## src/rtl/rib_arbiter_pkg.sv

```systemverilog
// RIB bus shared definitions: bus widths, arbiter FSM states and master indices.
package rib_arbiter_pkg;

    localparam int unsigned RIB_ADDR_W = 32;
    localparam int unsigned RIB_DATA_W = 32;

    // Index wide enough for the largest supported master count (4).
    localparam int unsigned ARB_IDX_W = 2;
    typedef logic [ARB_IDX_W-1:0] arb_idx_t;

    typedef enum logic {
        ARB_IDLE = 1'b0,
        ARB_BUSY = 1'b1
    } arb_state_t;

    localparam arb_idx_t ARB_M_EX   = 2'd0;
    localparam arb_idx_t ARB_M_PC   = 2'd1;
    localparam arb_idx_t ARB_M_JTAG = 2'd2;
    localparam arb_idx_t ARB_M_UART = 2'd3;

endpackage

```

## src/rtl/rib_rr_pick.sv

```systemverilog
// Combinational round-robin pick: first requester at or after ptr, scanning cyclically.
module rib_rr_pick
    import rib_arbiter_pkg::*;
#(
    parameter int unsigned NUM_MASTERS = 4
) (
    input  logic [NUM_MASTERS-1:0] req,
    input  arb_idx_t               ptr,
    output logic                   valid,
    output arb_idx_t               idx
);

    logic [3:0] req4;
    arb_idx_t   cand;

    assign req4 = 4'(req);

    // Cyclic scan starting at ptr; the first set bit wins.
    always_comb begin
        valid = 1'b0;
        idx   = '0;
        cand  = '0;
        for (int unsigned i = 0; i < NUM_MASTERS; i++) begin
            cand = arb_idx_t'((32'(ptr) + i) % NUM_MASTERS);
            if (!valid && req4[cand]) begin
                valid = 1'b1;
                idx   = cand;
            end
        end
    end

endmodule

```

## src/rtl/rib_arbiter.sv

```systemverilog
// Round-robin arbiter sharing the RIB slave port among up to four masters
// (core ex, core pc, jtag, uart debug). Latches the granted request, runs it
// to completion and produces per-master hold flags for the pipeline.
// Optional slave-ack timeout: define RIB_ARB_TIMEOUT_EN.
module rib_arbiter
    import rib_arbiter_pkg::*;
#(
    parameter int unsigned NUM_MASTERS    = 4,
    parameter int unsigned TIMEOUT_CYCLES = 255
) (
    input  logic                      clk,
    input  logic                      rst,
    input  logic [NUM_MASTERS-1:0]    m_req_i,
    input  logic [NUM_MASTERS-1:0]    m_we_i,
    input  logic [NUM_MASTERS*32-1:0] m_addr_i,
    input  logic [NUM_MASTERS*32-1:0] m_wdata_i,
    output logic [31:0]               m_rdata_o,
    output logic [NUM_MASTERS-1:0]    m_rsp_o,
    output logic                      m_err_o,
    output logic [NUM_MASTERS-1:0]    hold_o,
    output logic                      s_req_o,
    output logic                      s_we_o,
    output logic [31:0]               s_addr_o,
    output logic [31:0]               s_wdata_o,
    input  logic [31:0]               s_rdata_i,
    input  logic                      s_ack_i
);

    arb_state_t      state, next_state;
    arb_idx_t        rr_ptr, owner;
    logic            lat_we;
    logic [31:0]     lat_addr, lat_wdata;

    logic            pick_valid;
    arb_idx_t        pick_idx;
    logic            busy, grant, done, tmo_hit;
    logic            sel_we;
    logic [31:0]     sel_addr, sel_wdata;

    rib_rr_pick #(
        .NUM_MASTERS(NUM_MASTERS)
    ) u_pick (
        .req   (m_req_i),
        .ptr   (rr_ptr),
        .valid (pick_valid),
        .idx   (pick_idx)
    );

    assign busy  = (state == ARB_BUSY);
    assign grant = (state == ARB_IDLE) && pick_valid;
    assign done  = busy && (s_ack_i || tmo_hit);

`ifdef RIB_ARB_TIMEOUT_EN
    logic [7:0] tmo_cnt;

    assign tmo_hit = busy && (tmo_cnt == 8'(TIMEOUT_CYCLES));

    // Timeout counter: cleared at grant, counts BUSY cycles without ack.
    always_ff @(posedge clk or negedge rst) begin
        if (!rst) begin
            tmo_cnt <= '0;
        end else if (grant) begin
            tmo_cnt <= '0;
        end else if (busy && !s_ack_i) begin
            tmo_cnt <= tmo_cnt + 8'd1;
        end
    end
`else
    logic [7:0] unused_tmo;

    assign tmo_hit    = 1'b0;
    assign unused_tmo = 8'(TIMEOUT_CYCLES);
`endif

    // Select the winning master's payload for latching at grant.
    always_comb begin
        sel_we    = 1'b0;
        sel_addr  = '0;
        sel_wdata = '0;
        for (int unsigned i = 0; i < NUM_MASTERS; i++) begin
            if (pick_idx == arb_idx_t'(i)) begin
                sel_we    = m_we_i[i];
                sel_addr  = m_addr_i[32*i +: 32];
                sel_wdata = m_wdata_i[32*i +: 32];
            end
        end
    end

    // FSM state register.
    always_ff @(posedge clk or negedge rst) begin
        if (!rst) begin
            state <= ARB_IDLE;
        end else begin
            state <= next_state;
        end
    end

    // Next-state: grant moves to BUSY, ack or timeout returns to IDLE.
    always_comb begin
        next_state = state;
        case (state)
            ARB_IDLE: if (pick_valid) next_state = ARB_BUSY;
            ARB_BUSY: if (s_ack_i || tmo_hit) next_state = ARB_IDLE;
            default:  next_state = ARB_IDLE;
        endcase
    end

    // Latch owner and payload at grant and advance the round-robin pointer.
    always_ff @(posedge clk or negedge rst) begin
        if (!rst) begin
            rr_ptr    <= '0;
            owner     <= '0;
            lat_we    <= 1'b0;
            lat_addr  <= '0;
            lat_wdata <= '0;
        end else if (grant) begin
            owner     <= pick_idx;
            lat_we    <= sel_we;
            lat_addr  <= sel_addr;
            lat_wdata <= sel_wdata;
            rr_ptr    <= (pick_idx == arb_idx_t'(NUM_MASTERS - 1)) ? '0 : pick_idx + 2'd1;
        end
    end

    assign s_req_o   = busy;
    assign s_we_o    = lat_we;
    assign s_addr_o  = lat_addr;
    assign s_wdata_o = lat_wdata;

    // Completion outputs: rsp pulse to the owner, data only on a real ack.
    always_comb begin
        m_rsp_o = '0;
        for (int unsigned i = 0; i < NUM_MASTERS; i++) begin
            m_rsp_o[i] = done && (owner == arb_idx_t'(i));
        end
        m_rdata_o = (busy && s_ack_i) ? s_rdata_i : '0;
        m_err_o   = tmo_hit && !s_ack_i;
    end

    assign hold_o = m_req_i & ~m_rsp_o;

endmodule

```

## config.mk

```make
export PLATFORM = sky130hd
export DESIGN_NAME = rib_arbiter
export DESIGN_NICKNAME = d
export VERILOG_FILES = /design/src/rtl/rib_arbiter_pkg.sv /design/src/rtl/rib_rr_pick.sv /design/src/rtl/rib_arbiter.sv
export SDC_FILE = /design/constraint.sdc
export NUM_CORES = 1
export LEC_CHECK = 0
export ABC_AREA = 1
export CAP_MARGIN = 25
export CORE_AREA = 2 2 157 159
export DETAILED_ROUTE_END_ITERATION = 8
export DIE_AREA = 0 0 159 161
export GPL_TIMING_DRIVEN = 0
export PLACE_DENSITY = 0.53
export SYNTH_ARGS = -nofsm -noshare
export SYNTH_HDL_FRONTEND = slang
export SYNTH_SLANG_ARGS = --single-unit
```

## constraint.sdc

```tcl
create_clock -name clk -period 3.9 [get_ports clk]
set_input_delay 0.585 -clock clk [delete_from_list [all_inputs] [get_ports clk]]
set_output_delay 0.585 -clock clk [all_outputs]
set_load 0.1 [all_outputs]
```

==> flow_summary.toml, run 1 <==
[yosys]
synthFlopType = "dfrtp_1"
synth-async-reset-ratio_pct = 100
syn_nets = 1173
ys_seq_elements = 70
yosysWarnings = 0
synth.cell_area_um2 = 5130
synth_edf_count = 0
syn_inst = 870
syn_avg_cell_area_um2 = 5.89
synth.distinct_cells = 21
synth-seq-area-share_pct = 34.2

[setup_path]
cp.arrival_ns = 3.86
max_stage_delay_ns = 0.45
cp_slowest_cell = "clkdlybuf4s50_1"
rrSetupSlack_ns = 0.54
crit_fanout = 10
path_cells = "clkdlybuf4s50_1 > inv_1 > nand2_1 > nand3_1 > nand2_1 > nor2_4 > nand3_2 > nand3_1 > inv_1 > ha_1 > nor2_1 > buf_2 > clkbuf_1 > nand2_1 > nand2_1 > o21ai_0 > o21ai_0 > nand2_1 > nand2_1"
path_common_cell = "nand2_1"
required_ns = 4.18
worst-path-buf-inv = 5
path_delay_family = "buffers and inverters"
critPathLaunchType = "input pin"
criticalPathCategory = "in -> reg"
critPathCaptureType = "register"

[grt]
grt-busiest-layer = "met2"
grt_pass1_vias = 6866
grt_util_met3_pct = 4.52
antenna_found_initial = 0
met1_usage_pct = 23.8
grt_pass1_wl_mm = 38.9
grt_overflow = 0
grt_max_degree = 37
grtUsageTotal_pct = 19.4
grt_util_met2_pct = 35.0

[cts]
cts_tree = "done"
htree_levels = 3
cts_buffers = 9
clkLatencyLatePin_ns = 0.34
cts-hold-fix-buffers = 0
cts_resized = 0
clk_pin_slew_ns = 0.06
post_cts_buffers = 0
clockBufferDepth = 2
cts-root-buf = "clkbuf_16"
clock-sinks = 70

[run]
maxCapViolCount = 0

[floorplan]
boundaryPins = 406
die-area_um2 = 25600
die_width_um = 159
floorplan.die.height_um = 161
placeableCoreArea_um2 = 24000
core.rowCount = 57
start_util_pct = 21.4

[layout]
drive_above_1_share_pct = 4.02
final_cells = 1616
final_nets = 1590
diodes = 0
final_area_um2 = 9970
fill_cells = 2561
area_growth_pct = 94.5
final_core_util_pct = 41.6

[sta]
setup_viol = 0
skew_ns = 0.00429
tightest_slew_ns = 1.05
hold_viol_final = 0
max_slew_margin_pct = 29.5
timing.fmax_mhz = 279
period_share_pct = 91.9
rsz0062_at_grt = "false"
period_needed_ns = 3.58
slew_violations = 0

[place]
place_area_um2 = 9640
hpwl_mm = 21.1
gp_congestion = 0.869
portBuffers = 404
dp_cells = 1600

[worst_hold_path]
hp-class = "in -> async"

[route]
vias = 6977
avgRoutedWirePerCell_um = 15.9
drt_iter0_drc = 348
drtAntennaViolNets = 0
via_per_inst = 4.32
first_pass_iters = 5
drc_errors = 0
routed_wirelength_mm = 25.7

[outcome]
outcome = "complete, no violations"
[per-layer routing]
metal	part of all wire (%)	vias up	wire, um
met5	0	-	0
met2	50	246	12900
li1	-	3568	-
met4	1.3	0	340
met3	5.7	20	1460
met1	43	3143	10900
[flip-flops by register name, indices dropped and copies added (netlist names)]
| name | count |
|---|---|
| s_req_o | 1 |
| s_addr_o | 32 |
| s_wdata_o | 32 |
| rr_ptr | 2 |
| owner | 2 |
| s_we_o | 1 |
[final cells by class]
type                       count  area, um^2  area share, %
sequential                    70        1750           17.6
buffer                        61         274           2.75
multi-input combinational    690        2940           29.5
tap                          324         405           4.07
clock inverter                 6        85.1          0.853
clock buffer                  10         239           2.40
timing repair buffer         406        4090           41.0
inverter                      49         184           1.84
[layout by cell type (no fill, tap or decap), types with 2 or more instances in the layout]
master             n
buf_4              3
clkinvlp_4         2
nand2_1          427
nor3_2             4
clkdlybuf4s50_1  403
a21oi_1           65
nand2_2            2
nor2_1            37
clkinv_2           2
o21ai_0          136
inv_2              2
inv_1             47
buf_2             14
ha_1               4
dfrtp_1           70
clkbuf_2           4
clkbuf_1          37
bufinv_16          2
buf_1              2
clkbuf_16          9
buf_6              2
nand3_1           10
[final timing paths]
path                                    startpoint                   endpoint  depth (start not counted)
min reg2reg                s_addr_o[8]$_DFFE_PN0P_    s_addr_o[8]$_DFFE_PN0P_                          2
min in group clk           s_addr_o[8]$_DFFE_PN0P_    s_addr_o[8]$_DFFE_PN0P_                          2
max in group asynchronous                      rst  s_wdata_o[30]$_DFFE_PN0P_                          2
max reg2reg                  rr_ptr[0]$_DFFE_PN0P_    s_addr_o[4]$_DFFE_PN0P_                         18
max                                     m_req_i[1]    s_addr_o[4]$_DFFE_PN0P_                         19
min                                            rst   s_addr_o[28]$_DFFE_PN0P_                          1
[Yosys cell counts (2+ instances only)]
master      n  area (um^2)
a21oi_1    65          325
inv_1      47          176
o21ai_0   136          681
dfrtp_1    70         1750
nor2_1     37          139
clkbuf_1   40          150
inv_2       2         7.51
buf_4       2         15.0
buf_2      14         70.1
nand3_1    10         50.1
ha_1        4         50.1
nand2_1   427         1600
nor3_1      4         20.0
buf_1       3         11.3
buf_6       2         22.5
nand2_2     2         12.5
[cell families (layout without fill, tap and decap cells)]
| kind of cell | count (synthesis) | after routing | synth area share [%] |
|---|---|---|---|
| fa+ha+maj | 4 | 4 | 0.976 |
| flops | 70 | 70 | 34.2 |
| other cells | 1 | 1 | 0.0731 |
| compound gates | 201 | 201 | 19.6 |
| simple gates | 484 | 484 | 36.3 |
| buf+inv | 110 | 532 | 8.83 |
[metrics by stage]
step                setup TNS [ns]  worst slack [ns]  hold WS (ns)
detailed placement           -2.48            -0.215         0.464
floorplan                   -0.616            -0.154         0.289
global placement            -31.73            -0.429         0.461
global route                     0            0.0201         0.239
CTS                              0             0.135         0.225
finish                           0             0.316         0.214
Power of run 1 is not shown: default switching activity piles up to over one toggle a cycle in this logic, so the estimate is an artifact.
==> inputs of run 2 (changes only) <==
--- a/config.mk
+++ b/config.mk
@@ -12,6 +12,7 @@
 export DIE_AREA = 0 0 159 161
 export GPL_TIMING_DRIVEN = 0
 export PLACE_DENSITY = 0.53
+export RECOVER_POWER = 25
 export SYNTH_ARGS = -nofsm -noshare
 export SYNTH_HDL_FRONTEND = slang
 export SYNTH_SLANG_ARGS = --single-unit
==> run 2 against run 1 <==
The flow now finishes with violations (max-capacitance violations, max-slew violations). Worst setup slack hardly changed. Via count hardly changed. Clock skew stayed put. Global-route usage stayed put. Hold slack better by 0.26 ns. Die area stayed put.
==> flow_summary.toml, run 2 (synthesized netlist as in run 1, its figures left out) <==
[route]
via_per_inst = 4.31
met2_length_mm = 12.9
wl_met1_mm = 10.9
wl_met3_mm = 1.46
routed_wirelength_mm = 25.7
drtAntennaViolNets = 0
drc_errors = 0
routed.top_layer = "met4"
vias = 6973
drt_iter0_drc = 348
avgRoutedWirePerCell_um = 15.9
first_pass_iters = 5

[grt]
grt_pass1_wl_mm = 38.9
grt_max_degree = 37
antenna_found_initial = 0
grt_overflow = 0
grtUsageTotal_pct = 19.4
grt_pass1_vias = 6866

[cts]
clockBufferDepth = 2
cts-hold-fix-buffers = 0
clock-sinks = 70
htree_levels = 3
cts_buffers = 9
cts_tree = "done"
clkLatencyLatePin_ns = 0.34
clk_pin_slew_ns = 0.06
cts-root-buf = "clkbuf_16"

[worst_hold_path]
hp-class = "reg -> reg"
worstHoldStart = "s_addr_o[8]$_DFFE_PN0P_"
hold-path-cell-count = 2
hold-path-endpoint = "s_addr_o[8]$_DFFE_PN0P_"

[sta]
tns_ns = 0
timing.fmax_mhz = 279
max_slew_margin_pct = -44.4
rsz0062_at_grt = "false"
period_needed_ns = 3.58
period_share_pct = 91.9
setup_viol = 0
tightest_slew_ns = 2.17
slew_violations = 36
hold_viol_final = 0
skew_ns = 0.00429
timing.hold.ws_ns = 0.475

[setup_path]
reg2reg_to = "s_addr_o[4]$_DFFE_PN0P_"
cp.arrival_ns = 3.86
criticalPathCategory = "in -> reg"
required_ns = 4.18
r2r_start = "rr_ptr[0]$_DFFE_PN0P_"
rrSetupSlack_ns = 0.54
crit_fanout = 10
worstRegToRegCells = 18
critPathLaunchType = "input pin"
critPathCaptureType = "register"

[layout]
fill_cells = 2562
drive_above_1_share_pct = 3.95
regArea_um2 = 1750
multiInputGateArea_um2 = 2940
mostFrequentLayoutCells = "nand2_1, clkdlybuf4s50_1, o21ai_0, dfrtp_1, a21oi_1"
final_nets = 1590
final_area_um2 = 9970
final_core_util_pct = 41.6
area_growth_pct = 94.4
final_common_cell = "nand2_1"
diodes = 0

[floorplan]
start_util_pct = 21.4
core.rowCount = 57
placeableCoreArea_um2 = 24000
boundaryPins = 406
die_width_um = 159
die-area_um2 = 25600
floorplan.die.height_um = 161

[outcome]
violations = "max-capacitance violations, max-slew violations"
outcome = "finished, violations left"

[place]
portBuffers = 404
hpwl_mm = 21.1
gp_congestion = 0.869
place_area_um2 = 9640

[run]
maxCapViolCount = 1
## run 2: changes by cell type in the layout (fill, tap and decap cells not counted)
cell,before,now
clkbuf_1,37,38
buf_4,3,2
## run 2: stage by stage
step                setup WS, ns  instances
finish                     0.316       1616
detailed placement        -0.215       1600
CTS                        0.135       1616
global placement          -0.429       1598
global route              0.0201       1616
floorplan                 -0.154        870
## run 2: final cells by class
type | instances | area share (%)
clock inverters | 6 | 0.854
flip-flops and latches | 70 | 17.6
multi-input cells | 690 | 29.5
well taps | 324 | 4.07
repair buffers | 406 | 41.0
plain buffers | 61 | 2.75
clock buffers | 10 | 2.40
inverters | 49 | 1.85
## run 2: timing repair
item | in CTS | in global routing
setup endpoints to repair | 0 | 11
buffers inserted | 0 | 0
resized for setup | 0 | 7
## run 2: layer usage
layer  up-vias  GRT usage [%]
met1      3141           23.8
met3        20           4.52
li1       3568              -
met2       244           35.0
met5         -              0
met4         0           3.80
## run 2: critical path, stage by stage
cell and delay, ns:
clkdlybuf4s50_1 0.45, inv_1 0.10, nand2_1 0.08, nand3_1 0.13, nand2_1 0.13, nor2_4 0.16
nand3_2 0.12, nand3_1 0.21, inv_1 0.09, ha_1 0.24, nor2_1 0.15, buf_2 0.37
clkbuf_1 0.40, nand2_1 0.10, nand2_1 0.11, o21ai_0 0.10, o21ai_0 0.20, nand2_1 0.07
nand2_1 0.06
## run 2: worst max-delay path by stage
stage,end,cells past startpoint,startpoint
6_report,s_addr_o[4]$_DFFE_PN0P_,19,m_req_i[1]
5_1_grt,s_addr_o[15]$_DFFE_PN0P_,19,m_req_i[1]
4_1_cts,s_wdata_o[6]$_DFFE_PN0P_,17,m_req_i[1]
3_5_place_dp,s_wdata_o[6]$_DFFE_PN0P_,17,m_req_i[1]
3_3_place_gp,s_addr_o[1]$_DFFE_PN0P_,1,rst
2_1_floorplan,hold_o[3],3,s_req_o$_DFF_PN0_
Power of run 2 is left out for the same reason.
==> inputs of run 3 (changes only) <==
--- a/config.mk
+++ b/config.mk
@@ -7,11 +7,12 @@
 export LEC_CHECK = 0
 export ABC_AREA = 1
 export CAP_MARGIN = 25
-export CORE_AREA = 2 2 157 159
+export CORE_AREA = 2 2 159 161
 export DETAILED_ROUTE_END_ITERATION = 8
-export DIE_AREA = 0 0 159 161
+export DIE_AREA = 0 0 161 163
+export DONT_BUFFER_PORTS = 1
 export GPL_TIMING_DRIVEN = 0
-export PLACE_DENSITY = 0.53
+export PLACE_DENSITY = 0.31
 export RECOVER_POWER = 25
 export SYNTH_ARGS = -nofsm -noshare
 export SYNTH_HDL_FRONTEND = slang
==> run 3 against run 2 <==
The flow still finishes with violations (max-capacitance violations, max-slew violations). First-iteration DRC count is 34% lower. Clock-buffer cell count grew 3. Highest routed layer is now met5. Die area is 2.5% higher. Wire length decreased by 9.5%. Clock skew rose by 0.0034 ns. Sequential cell count unchanged. Critical path type is now reg -> out.
==> flow_summary.toml, run 3 (synthesized netlist as in run 1, its figures left out) <==
[floorplan]
boundaryPins = 406
start_util_pct = 20.8
die_width_um = 161
core.rowCount = 58
placeableCoreArea_um2 = 24700
floorplan.die.height_um = 163
die-area_um2 = 26200

[layout]
diodes = 0
fill_cells = 2824
drive_above_1_share_pct = 9.52
final_cells = 1223
final_core_util_pct = 24.7
final_area_um2 = 6110
final_nets = 1193
final_common_cell = "nand2_1"
mostFrequentLayoutCells = "nand2_1, o21ai_0, dfrtp_1, a21oi_1, inv_1"
multiInputGateArea_um2 = 3060
area_growth_pct = 19.1
regArea_um2 = 1750

[place]
portBuffers = 0
place_area_um2 = 5830
hpwl_mm = 17.9
gp_congestion = 0.756
dp_cells = 1209
post-place-ws_ns = 0.244

[sta]
skew_ns = 0.00772
period_share_pct = 96.1
hold_viol_final = 0
rsz0062_at_grt = "true"
tightest_slew_ns = 1.99
setup_viol = 0
slew_violations = 71
worst_slack_ns = 0.153
period_needed_ns = 3.75
timing.fmax_mhz = 267
max_slew_margin_pct = -32.7

[cts]
clkLatencyLatePin_ns = 0.34
cts-root-buf = "clkbuf_16"
clk_pin_slew_ns = 0.06
cts_tree = "done"
clock-sinks = 70
htree_levels = 3
clockBufferDepth = 2
post_cts_buffers = 0
cts_buffers = 9

[grt]
grtUsageTotal_pct = 17.1
grt_pass1_vias = 5557
antenna_found_initial = 1
grt_pass1_wl_mm = 33.9
grt_max_degree = 71
grt_overflow = 0

[setup_path]
r2r_start = "rr_ptr[0]$_DFFE_PN0P_"
cp.arrival_ns = 3.16
crit_start = "s_req_o$_DFF_PN0_"
critPathCaptureType = "output port"
worst-path-buf-inv = 1
path_cells = "nand2_1 > clkbuf_1 > nor2_2"
path_delay_family = "simple AND/OR/NAND/NOR gates"
reg2reg_to = "s_addr_o[22]$_DFFE_PN0P_"
worstRegToRegCells = 16
required_ns = 3.31
cp_slowest_cell = "dfrtp_1"
rrSetupSlack_ns = 0.48
crit_fanout = 10
max_stage_delay_ns = 0.95
criticalPathCategory = "reg -> out"
critPathLaunchType = "register"

[worst_hold_path]
hold-path-endpoint = "s_req_o$_DFF_PN0_"
hold-path-cell-count = 1
worstHoldStart = "s_ack_i"
hp-class = "in -> reg"

[route]
first_pass_iters = 5
via_per_inst = 4.56
drc_errors = 0
drtAntennaViolNets = 0
vias = 5582
drt_iter0_drc = 230
routed_wirelength_mm = 23.2
avgRoutedWirePerCell_um = 19.0

[run]
maxCapViolCount = 1

[outcome]
outcome = "finished, violations left"
violations = "max-capacitance violations, max-slew violations"
-- run 3: worst max-delay path by stage --
stage	endpoint	slack, ns	cells after the start
2_1_floorplan	hold_o[3]	-0.15	3
3_3_place_gp	hold_o[0]	-0.39	3
3_5_place_dp	s_addr_o[19]$_DFFE_PN0P_	0.24	16
4_1_cts	m_rdata_o[19]	0.08	3
5_1_grt	m_rdata_o[5]	-0.003	3
6_report	m_rdata_o[19]	0.15	3
-- run 3: cell type report --
type / count / share of cell area (%)
clock inverters: 1 / 0.0820
flip-flops and latches: 70 / 28.7
plain buffers: 60 / 4.36
multi-input cells: 690 / 50.1
clock buffers: 13 / 4.43
inverters: 49 / 3.01
repair buffers: 10 / 2.58
well taps: 330 / 6.76
-- run 3: through the flow --
step	hold slack (ns)	setup TNS (ns)
after floorplan	0.289	-0.616
after global placement	0.291	-1.45
after detailed placement	0.292	0
after CTS	0.150	0
after global routing	0.349	-0.00684
final	0.355	0
-- run 3: repair_timing --
item                                    4_1_cts  5_1_grt
hold buffers                                  1        0
hold endpoints to repair                     70        0
endpoints found under the setup margin        0        4
resized for setup                             0        3
-- run 3: routing by layer --
metal,vias up,share of wire [%],track usage (%)
met4,2,1.5,4.34
met1,2523,41,20.4
li1,2780,-,-
met5,-,0.056,0
met2,256,51,30.7
met3,21,6.8,4.33
Power of run 3 is left out for the same reason.
